`src/rtl/mem_bank_reader.sv`:
```
// mem_bank_reader
// Read-side burst sequencer for the four-bank memory array. A command
// (bank, start address, word count minus one) is accepted in IDLE. The block
// then walks the shared address bus one word per cycle, captures the selected
// bank's synchronous read data into a small output FIFO and streams it out on
// a valid/ready interface with full backpressure.
//
// Ports:
//   clk, rst_n                   clock (rising edge) and async active-low reset
//   req_valid/req_ready          burst command handshake
//   req_bank, req_addr, req_len  command fields (len = words - 1)
//   mem_addr                     shared address to all four banks
//   mem_0_in..mem_3_in           registered read data from banks 0..3
//   out_valid/out_ready          output word handshake
//   out_data, out_last           streamed word and end-of-burst marker
//   busy                         high whenever the sequencer is not idle
//   done                         one-cycle pulse after the last word is taken
module mem_bank_reader #(
  parameter int ADDR_W     = 10,
  parameter int DATA_W     = 8,
  parameter int RD_LAT     = 1,
  parameter int FIFO_DEPTH = 3
) (
  input  logic              clk,
  input  logic              rst_n,
  input  logic              req_valid,
  output logic              req_ready,
  input  logic [1:0]        req_bank,
  input  logic [ADDR_W-1:0] req_addr,
  input  logic [ADDR_W-1:0] req_len,
  output logic [ADDR_W-1:0] mem_addr,
  input  logic [DATA_W-1:0] mem_0_in,
  input  logic [DATA_W-1:0] mem_1_in,
  input  logic [DATA_W-1:0] mem_2_in,
  input  logic [DATA_W-1:0] mem_3_in,
  output logic              out_valid,
  input  logic              out_ready,
  output logic [DATA_W-1:0] out_data,
  output logic              out_last,
  output logic              busy,
  output logic              done
);

  localparam logic [1:0] ST_IDLE  = 2'd0;
  localparam logic [1:0] ST_READ  = 2'd1;
  localparam logic [1:0] ST_DRAIN = 2'd2;

  localparam int CNT_W = $clog2(FIFO_DEPTH + 1);
  localparam int PTR_W = (FIFO_DEPTH > 1) ? $clog2(FIFO_DEPTH) : 1;

  logic [1:0]        state_reg;
  logic              ready_en_reg;   // keeps req_ready low for the first cycle after reset
  logic [1:0]        bank_reg;
  logic [ADDR_W-1:0] addr_reg;
  logic [ADDR_W-1:0] issue_cnt_reg;  // addresses still to issue after the current one
  logic              done_reg;

  // One flag per issued address travels alongside the memory's read latency.
  logic [RD_LAT-1:0] pipe_v_reg;
  logic [RD_LAT-1:0] pipe_l_reg;

  logic [DATA_W-1:0] fifo_data_reg [FIFO_DEPTH];
  logic              fifo_last_reg [FIFO_DEPTH];
  logic [PTR_W-1:0]  wr_ptr_reg;
  logic [PTR_W-1:0]  rd_ptr_reg;
  logic [CNT_W-1:0]  count_reg;

  int                inflight;
  logic              issue;
  logic              issue_last;
  logic              push;
  logic              push_last;
  logic              pop;
  logic [DATA_W-1:0] cap_data;

  // Credit check: buffered words plus words still in the read pipe must leave
  // room in the FIFO, so a captured word always has a slot waiting for it.
  always_comb begin
    inflight = 0;
    for (int i = 0; i < RD_LAT; i++) begin
      inflight += int'(pipe_v_reg[i]);
    end
  end

  assign issue      = (state_reg == ST_READ) && ((int'(count_reg) + inflight) < FIFO_DEPTH);
  assign issue_last = issue && (issue_cnt_reg == '0);
  assign push       = pipe_v_reg[RD_LAT-1];
  assign push_last  = pipe_l_reg[RD_LAT-1];
  assign pop        = out_valid && out_ready;

  // Only the bank latched with the command is ever selected.
  always_comb begin
    cap_data = mem_0_in;
    case (bank_reg)
      2'd0: cap_data = mem_0_in;
      2'd1: cap_data = mem_1_in;
      2'd2: cap_data = mem_2_in;
      default: cap_data = mem_3_in;
    endcase
  end

  assign req_ready = (state_reg == ST_IDLE) && ready_en_reg;
  assign busy      = (state_reg != ST_IDLE);
  assign done      = done_reg;
  assign mem_addr  = addr_reg;
  assign out_valid = (count_reg != '0);
  assign out_data  = out_valid ? fifo_data_reg[rd_ptr_reg] : '0;
  assign out_last  = out_valid ? fifo_last_reg[rd_ptr_reg] : 1'b0;

  // Sequencer
  always_ff @(posedge clk or negedge rst_n) begin
    if (!rst_n) begin
      state_reg     <= ST_IDLE;
      ready_en_reg  <= 1'b0;
      bank_reg      <= '0;
      addr_reg      <= '0;
      issue_cnt_reg <= '0;
      done_reg      <= 1'b0;
    end else begin
      ready_en_reg <= 1'b1;
      done_reg     <= 1'b0;
      case (state_reg)
        ST_IDLE: begin
          if (req_valid && req_ready) begin
            bank_reg      <= req_bank;
            addr_reg      <= req_addr;
            issue_cnt_reg <= req_len;
            state_reg     <= ST_READ;
          end
        end
        ST_READ: begin
          if (issue) begin
            addr_reg <= addr_reg + ADDR_W'(1);  // natural wrap at 2^ADDR_W
            if (issue_cnt_reg == '0) begin
              state_reg <= ST_DRAIN;
            end else begin
              issue_cnt_reg <= issue_cnt_reg - ADDR_W'(1);
            end
          end
        end
        ST_DRAIN: begin
          if (pop && out_last) begin
            done_reg  <= 1'b1;
            state_reg <= ST_IDLE;
          end
        end
        default: state_reg <= ST_IDLE;
      endcase
    end
  end

  // Read-latency flag pipe
  genvar gi;
  generate
    for (gi = 0; gi < RD_LAT; gi++) begin : g_pipe
      always_ff @(posedge clk or negedge rst_n) begin
        if (!rst_n) begin
          pipe_v_reg[gi] <= 1'b0;
          pipe_l_reg[gi] <= 1'b0;
        end else if (gi == 0) begin
          pipe_v_reg[gi] <= issue;
          pipe_l_reg[gi] <= issue_last;
        end else begin
          pipe_v_reg[gi] <= pipe_v_reg[(gi > 0) ? gi - 1 : 0];
          pipe_l_reg[gi] <= pipe_l_reg[(gi > 0) ? gi - 1 : 0];
        end
      end
    end
  endgenerate

  // Output FIFO
  always_ff @(posedge clk or negedge rst_n) begin
    if (!rst_n) begin
      wr_ptr_reg <= '0;
      rd_ptr_reg <= '0;
      count_reg  <= '0;
      for (int i = 0; i < FIFO_DEPTH; i++) begin
        fifo_data_reg[i] <= '0;
        fifo_last_reg[i] <= 1'b0;
      end
    end else begin
      if (push) begin
        fifo_data_reg[wr_ptr_reg] <= cap_data;
        fifo_last_reg[wr_ptr_reg] <= push_last;
        wr_ptr_reg <= (wr_ptr_reg == PTR_W'(FIFO_DEPTH - 1)) ? '0 : wr_ptr_reg + PTR_W'(1);
      end
      if (pop) begin
        rd_ptr_reg <= (rd_ptr_reg == PTR_W'(FIFO_DEPTH - 1)) ? '0 : rd_ptr_reg + PTR_W'(1);
      end
      if (push && !pop) begin
        count_reg <= count_reg + CNT_W'(1);
      end else if (pop && !push) begin
        count_reg <= count_reg - CNT_W'(1);
      end
    end
  end

  // The credit scheme makes overflow impossible; flag it if it ever happens.
  always @(posedge clk) begin
    if (rst_n && push && !pop) begin
      assert (count_reg < CNT_W'(FIFO_DEPTH));
    end
  end

endmodule

```
`config.mk`:
```
export PLATFORM = sky130hd
export DESIGN_NAME = mem_bank_reader
export DESIGN_NICKNAME = d
export VERILOG_FILES = /design/src/rtl/mem_bank_reader.sv
export SDC_FILE = /design/constraint.sdc
export NUM_CORES = 1
export LEC_CHECK = 0
export CORE_AREA = 2 2 121 88
export DETAILED_ROUTE_END_ITERATION = 8
export DIE_AREA = 0 0 123 90
export GPL_TIMING_DRIVEN = 0
export SLEW_MARGIN = 5
export SYNTH_ARGS = -nofsm -noshare
export SYNTH_HDL_FRONTEND = slang
export SYNTH_SLANG_ARGS = --single-unit
```
`constraint.sdc`:
```
create_clock -name clk -period 5.2 [get_ports clk]
set_clock_uncertainty 0.1 [all_clocks]
set_input_delay 0.52 -clock clk [delete_from_list [all_inputs] [get_ports clk]]
set_output_delay 0.52 -clock clk [all_outputs]
set_load 0.01 [all_outputs]
```
==> impl_metrics.py, run 1 <==
metrics = {
    "worst_setup_path": {
        "crit_top_cell": "nor2_1",
        "crit_buf_inv": 2,
        "cp_cell_sequence": "buf_1, mux2i_1, nor2_1, a21oi_1, nor2_1, clkdlybuf4s50_1",
        "crit_required_ns": 4.58,
        "critPathArrivalTime_ns": 2.41,
        "cp-start-kind": "flip-flop",
        "crit_type": "flip-flop to primary output",
        "max_stage_delay_ns": 0.59,
        "path_max_fanout": 10,
        "path_delay_family": "buffers and inverters",
        "worstSetupEndpointType": "primary output",
        "slowest_stage": "buf_1",
    },
    "synth": {
        "syn_avg_cell_area_sq_um": 10.5,
        "synth_edf_count": 0,
        "syn_inst": 312,
        "synth_top_area_share_pct": 46.6,
        "synth_common_cells": "61 x dfrtp_1, 32 x nor2_1, 27 x mux2_2, 22 x a21oi_1, 20 x nand2_1",
        "synth_most_common_cell": "dfrtp_1",
        "synth_fp_nets": 375,
        "ys_seq_area_share_pct": 46.6,
        "synth-main-ff-cell": "dfrtp_1",
        "yosysWarnings": 0,
        "synthesis.area_sq_um": 3280,
        "ys_ff_latch": 61,
        "yosysTopAreaCell": "dfrtp_1",
        "async_flop_share_pct": 100,
        "yosysUniqueCellTypes": 53,
        "synth_area_leaders": "dfrtp_1 47%, mux2_2 9.3%, mux4_2 5.5%",
    },
    "routing": {
        "ant_nets": 0,
        "wl_per_cell_microns": 15.4,
        "totalWireLength_microns": 8300,
        "drt_pass1_iterations": 4,
        "wl_met3_microns": 328,
        "drtIter0Drc": 124,
        "top_layer": "met4",
        "met1_length_microns": 3980,
        "dr_wl_met2_microns": 3870,
        "drc": 0,
        "dr_total_vias": 2751,
        "vias_per_cell": 5.09,
    },
    "layout": {
        "fin_util_pct": 45.6,
        "nets": 466,
        "drive_gt1_share_pct": 15.2,
        "area_delta_synth_final_pct": 39.3,
        "largest_register_ffs": 24,
        "diodes": 0,
        "final_cells": 540,
    },
    "timing": {
        "period_needed_ns": 3.03,
        "slew_headroom_pct": 40.0,
        "setup_viol": 0,
        "timing.fmax_ghz": 0.330,
        "tightest_slew_ns": 0.895,
        "hold_viol_final": 0,
        "setup-tns-final_ns": 0,
        "period_share_pct": 58.3,
        "drv_slew": 0,
        "grt_setup_unrepaired": "false",
        "postLayoutSetupSlackWorst_ns": 2.17,
        "holdWs_ns": 0.168,
    },
    "floorplan": {
        "die_h_microns": 90,
        "core-area_sq_um": 10000,
        "initial_utilization_pct": 32.8,
        "num_io_pins": 81,
        "floorplan.die_area_sq_um": 11100,
        "rows": 31,
        "die_x_microns": 123,
    },
    "clock_network": {
        "cts_buffers": 9,
        "cts_setup_buffers": 0,
        "htreeDepth": 3,
        "cts_tree": "yes",
        "clock_path_buffers": 2,
        "clkTransAtPathRegs_ns": 0.05,
        "post_cts_resize_count": 0,
        "cts.sinks": 61,
        "clock_latency_ns": 0.33,
        "ctsHoldBuffers": 0,
        "cts-root-buf": "clkbuf_16",
    },
    "placed_design": {
        "dpl_worst_slack_ns": 2.47,
        "placedCellCount": 524,
        "dpl.hpwl_microns": 6090,
        "io_buffer_count": 80,
        "globalplace.congestion": 0.843,
    },
    "power": {
        "p_leak_uw": 0.00189,
        "vdd_drop_max_mv": 0.207,
        "power_density_nw_per_um2": 666,
    },
    "grt": {
        "gr-usage-all-layers_pct": 15.8,
        "grt_pass1_vias": 2726,
        "grt_max_degree": 62,
        "grt_pass1_wl_microns": 13700,
        "gr-total-overflow": 0,
        "antenna_found_initial": 0,
    },
    "run": {
        "cap_violations": 0,
    },
    "hold_path": {
        "hp-class": "input port to async pin",
    },
    "outcome": {
        "status": "completed",
    },
}
final timing paths:
kind                              startpoint                end  slack, ns  cells after the start
max in group asynchronous              rst_n               done       4.30                      1
min in group clk           fifo_data_reg[22]  fifo_data_reg[22]       0.40                      1
setup reg to reg                  pipe_v_reg   issue_cnt_reg[5]       2.63                      7
hold reg to reg            fifo_data_reg[22]  fifo_data_reg[22]       0.40                      1
hold / removal                         rst_n        mem_addr[9]       0.17                      1
setup / recovery               rd_ptr_reg[0]        out_data[5]       2.17                      6
metrics by stage:
stage / total power (uW) / area (sq um)
3_5_place_dp: 2410 / 4240
4_1_cts: 3070 / 4570
3_3_place_gp: 2380 / 4240
5_1_grt: 3270 / 4570
6_report: 3040 / 4570
2_1_floorplan: 1860 / 3280
report_power, final:
part	switching, uW	internal (uW)	total, uW
clock	220	421	642
combinational	803	734	1540
sequential	163	698	861
kinds of logic after synthesis:
| family | synth area share, % |
|---|---|
| AND/OR/NAND/NOR | 13.9 |
| adder cells (fa/ha/maj) | 1.91 |
| buffers and inverters | 3.63 |
| flip-flops | 46.6 |
| XOR/XNOR | 0.802 |
| multiplexers | 18.1 |
| other | 0.114 |
| AO/OA/AOI/OAI | 14.9 |
layer usage:
layer | GRT usage (%) | vias up
met4 | 5.21 | 0
met5 | 0 | -
li1 | - | 1326
met3 | 3.81 | 11
met1 | 22.5 | 1360
met2 | 23.6 | 54
layout by cell type (no fill, tap or decap), types with 4 or more instances in the layout:
cell	instances
clkdlybuf4s50_1	79
dfrtp_1	61
nor2_1	32
mux2_2	27
a21oi_1	22
nand2_1	20
clkbuf_1	16
o21ai_0	12
mux2i_1	11
inv_1	9
a31oi_1	9
clkbuf_16	9
mux4_2	8
nand3_1	5
ha_1	5
nand2b_1	4
o2bb2ai_1	4
nor3_1	4
o22ai_1	4
nor4_1	4
layout make-up:
class | count | area [sq um]
fill | 965 | 5440
multi-input combinational | 222 | 1630
sequential | 61 | 1530
timing repair buffer | 80 | 798
clock buffer | 9 | 225
tap | 132 | 165
clock inverter | 7 | 98.8
buffer | 20 | 85.1
inverter | 9 | 33.8
worst register-to-register path, cell delays in order, from the launching register on:
cell and delay [ns]:
dfrtp_1 0.43, ha_1 0.22, ha_1 0.26, a21o_1 0.23, o21ai_1 0.44, clkbuf_1 0.46
o211ai_1 0.17, o2bb2ai_1 0.15
Power figures use the tool's default switching activity.
==> inputs of run 2 (changes only) <==
clock period = 2.5 ns   (was 5.2 ns; I/O delays follow)
==> impl_metrics.py, run 2 (synthesis results as in run 1) <==
metrics = {
    "outcome": {
        "status": "completed",
    },
    "timing": {
        "period_needed_ns": 2.44,
        "timing.fmax_ghz": 0.410,
        "period_share_pct": 97.6,
        "slew_headroom_pct": 38.7,
        "hold_viol_final": 0,
        "holdWs_ns": 0.368,
        "drv_slew": 0,
        "setup-tns-final_ns": 0,
        "setup_viol": 0,
        "tightest_slew_ns": 0.914,
    },
    "worst_setup_path": {
        "crit_top_cell": "or4b_4",
        "slowest_stage": "or4b_4",
        "max_stage_delay_ns": 0.59,
        "cp_cell_sequence": "inv_2, ha_4, or4b_4, buf_6, or4b_4, buf_8, o211a_1, o22a_1",
        "path_max_fanout": 5,
        "cp-start-kind": "flip-flop",
        "worstSetupEndpointType": "flip-flop",
        "crit_required_ns": 2.61,
        "crit_type": "flip-flop to flip-flop",
        "critPathArrivalTime_ns": 2.55,
    },
    "clock_network": {
        "clock_latency_ns": 0.32,
        "cts_tree": "yes",
        "htreeDepth": 3,
        "cts_buffers": 9,
        "clkTransAtPathRegs_ns": 0.06,
        "cts-root-buf": "clkbuf_16",
        "cts.sinks": 61,
        "clock_path_buffers": 2,
    },
    "floorplan": {
        "core-area_sq_um": 10000,
        "num_io_pins": 81,
        "die_x_microns": 123,
        "floorplan.die_area_sq_um": 11100,
        "rows": 31,
        "initial_utilization_pct": 32.8,
        "die_h_microns": 90,
    },
    "grt": {
        "antenna_found_initial": 0,
        "grt_pass1_vias": 2725,
        "gr-total-overflow": 0,
        "grt_max_degree": 62,
        "gr-usage-all-layers_pct": 15.8,
        "grt_pass1_wl_microns": 13800,
    },
    "placed_design": {
        "dpl.hpwl_microns": 6090,
        "io_buffer_count": 80,
        "globalplace.congestion": 0.843,
        "postPlaceCellArea_sq_um": 4240,
    },
    "routing": {
        "vias_per_cell": 5.08,
        "drtIter0Drc": 106,
        "ant_nets": 0,
        "totalWireLength_microns": 8420,
        "drt_pass1_iterations": 4,
        "drc": 0,
        "dr_total_vias": 2764,
        "wl_per_cell_microns": 15.5,
    },
    "power": {
        "power_density_nw_per_um2": 1380,
        "p_leak_uw": 0.00194,
        "vdd_drop_max_mv": 0.444,
    },
    "layout": {
        "drive_gt1_share_pct": 18.4,
        "final_area_sq_um": 4660,
        "final_common_cell": "clkdlybuf4s50_1",
        "final_cell_mix": "79 x clkdlybuf4s50_1, 61 x dfrtp_1, 31 x nor2_1, 27 x mux2_2, 22 x a21oi_1",
        "fin_util_pct": 46.5,
        "diodes": 0,
        "area_delta_synth_final_pct": 42.1,
        "fillers": 952,
        "nets": 470,
        "largest_register_ffs": 24,
    },
    "hold_path": {
        "hp-class": "input port to flip-flop",
    },
    "run": {
        "cap_violations": 0,
    },
}
## run 2: cell types whose count changed in the layout (fill, tap and decap cells not counted), sizes merged
cell	delta
buf	+2
clkbuf	+1
dlygate4sd3	+1
## run 2: power by group
group	switching, uW	internal, uW	total, uW
Combinational	1690	1590	3280
Sequential	350	1450	1800
Clock	456	876	1330
## run 2: cell type report
class | instances | area (sq um) | area share (%)
multi-input combinational | 222 | 1660 | 35.6
sequential | 61 | 1530 | 32.8
timing repair buffer | 84 | 848 | 18.2
clock buffer | 9 | 225 | 4.83
tap | 132 | 165 | 3.55
buffer | 20 | 103 | 2.20
clock inverter | 7 | 98.8 | 2.12
inverter | 9 | 33.8 | 0.725
## run 2: through the flow
stage	instances	setup slack (ns)	power, uW
after global placement	524	-1.05	4950
after detailed placement	524	-0.0580	5020
final	544	0.0600	6410
after CTS	541	0.00690	6390
after floorplan	312	0.156	3860
after global routing	544	-0.00552	6910
## run 2: path summary, 6_finish.rpt
path,from,slack [ns],cells past startpoint,endpoint
min in group asynchronous,rst_n,0.44,2,mem_addr[9]
setup reg to reg,issue_cnt_reg[1],0.06,8,issue_cnt_reg[7]
hold reg to reg,fifo_data_reg[22],0.40,1,fifo_data_reg[22]
setup / recovery,issue_cnt_reg[1],0.06,8,issue_cnt_reg[7]
hold / removal,req_bank[1],0.37,3,bank_reg[1]
max in group asynchronous,rst_n,1.34,2,done
## run 2: critical path, delay by kind of cell, from the launching register on
| family | cells | cell delay, ns |
|---|---|---|
| simple gates | 2 | 1.04 |
| compound gates | 2 | 0.29 |
| flops | 1 | 0.39 |
| buf+inv | 3 | 0.37 |
| fa+ha+maj | 1 | 0.14 |
## run 2: what timing repair did
item | CTS | global route
hold buffers | 1 | 0
pin swaps | 0 | 2
setup buffers | 0 | 2
endpoints found under the hold margin | 61 | 0
gates resized for setup | 2 | 17
setup endpoints to repair | 11 | 24
cloned | 0 | 1
## run 2: routing by layer
| layer | GRT usage (%) | up-vias | part of all wire [%] |
|---|---|---|---|
| met5 | 0 | - | 0 |
| met4 | 5.30 | 0 | 1.8 |
| met3 | 3.81 | 14 | 3.6 |
| met2 | 23.6 | 46 | 47 |
| met1 | 22.6 | 1364 | 48 |
| li1 | - | 1340 | - |
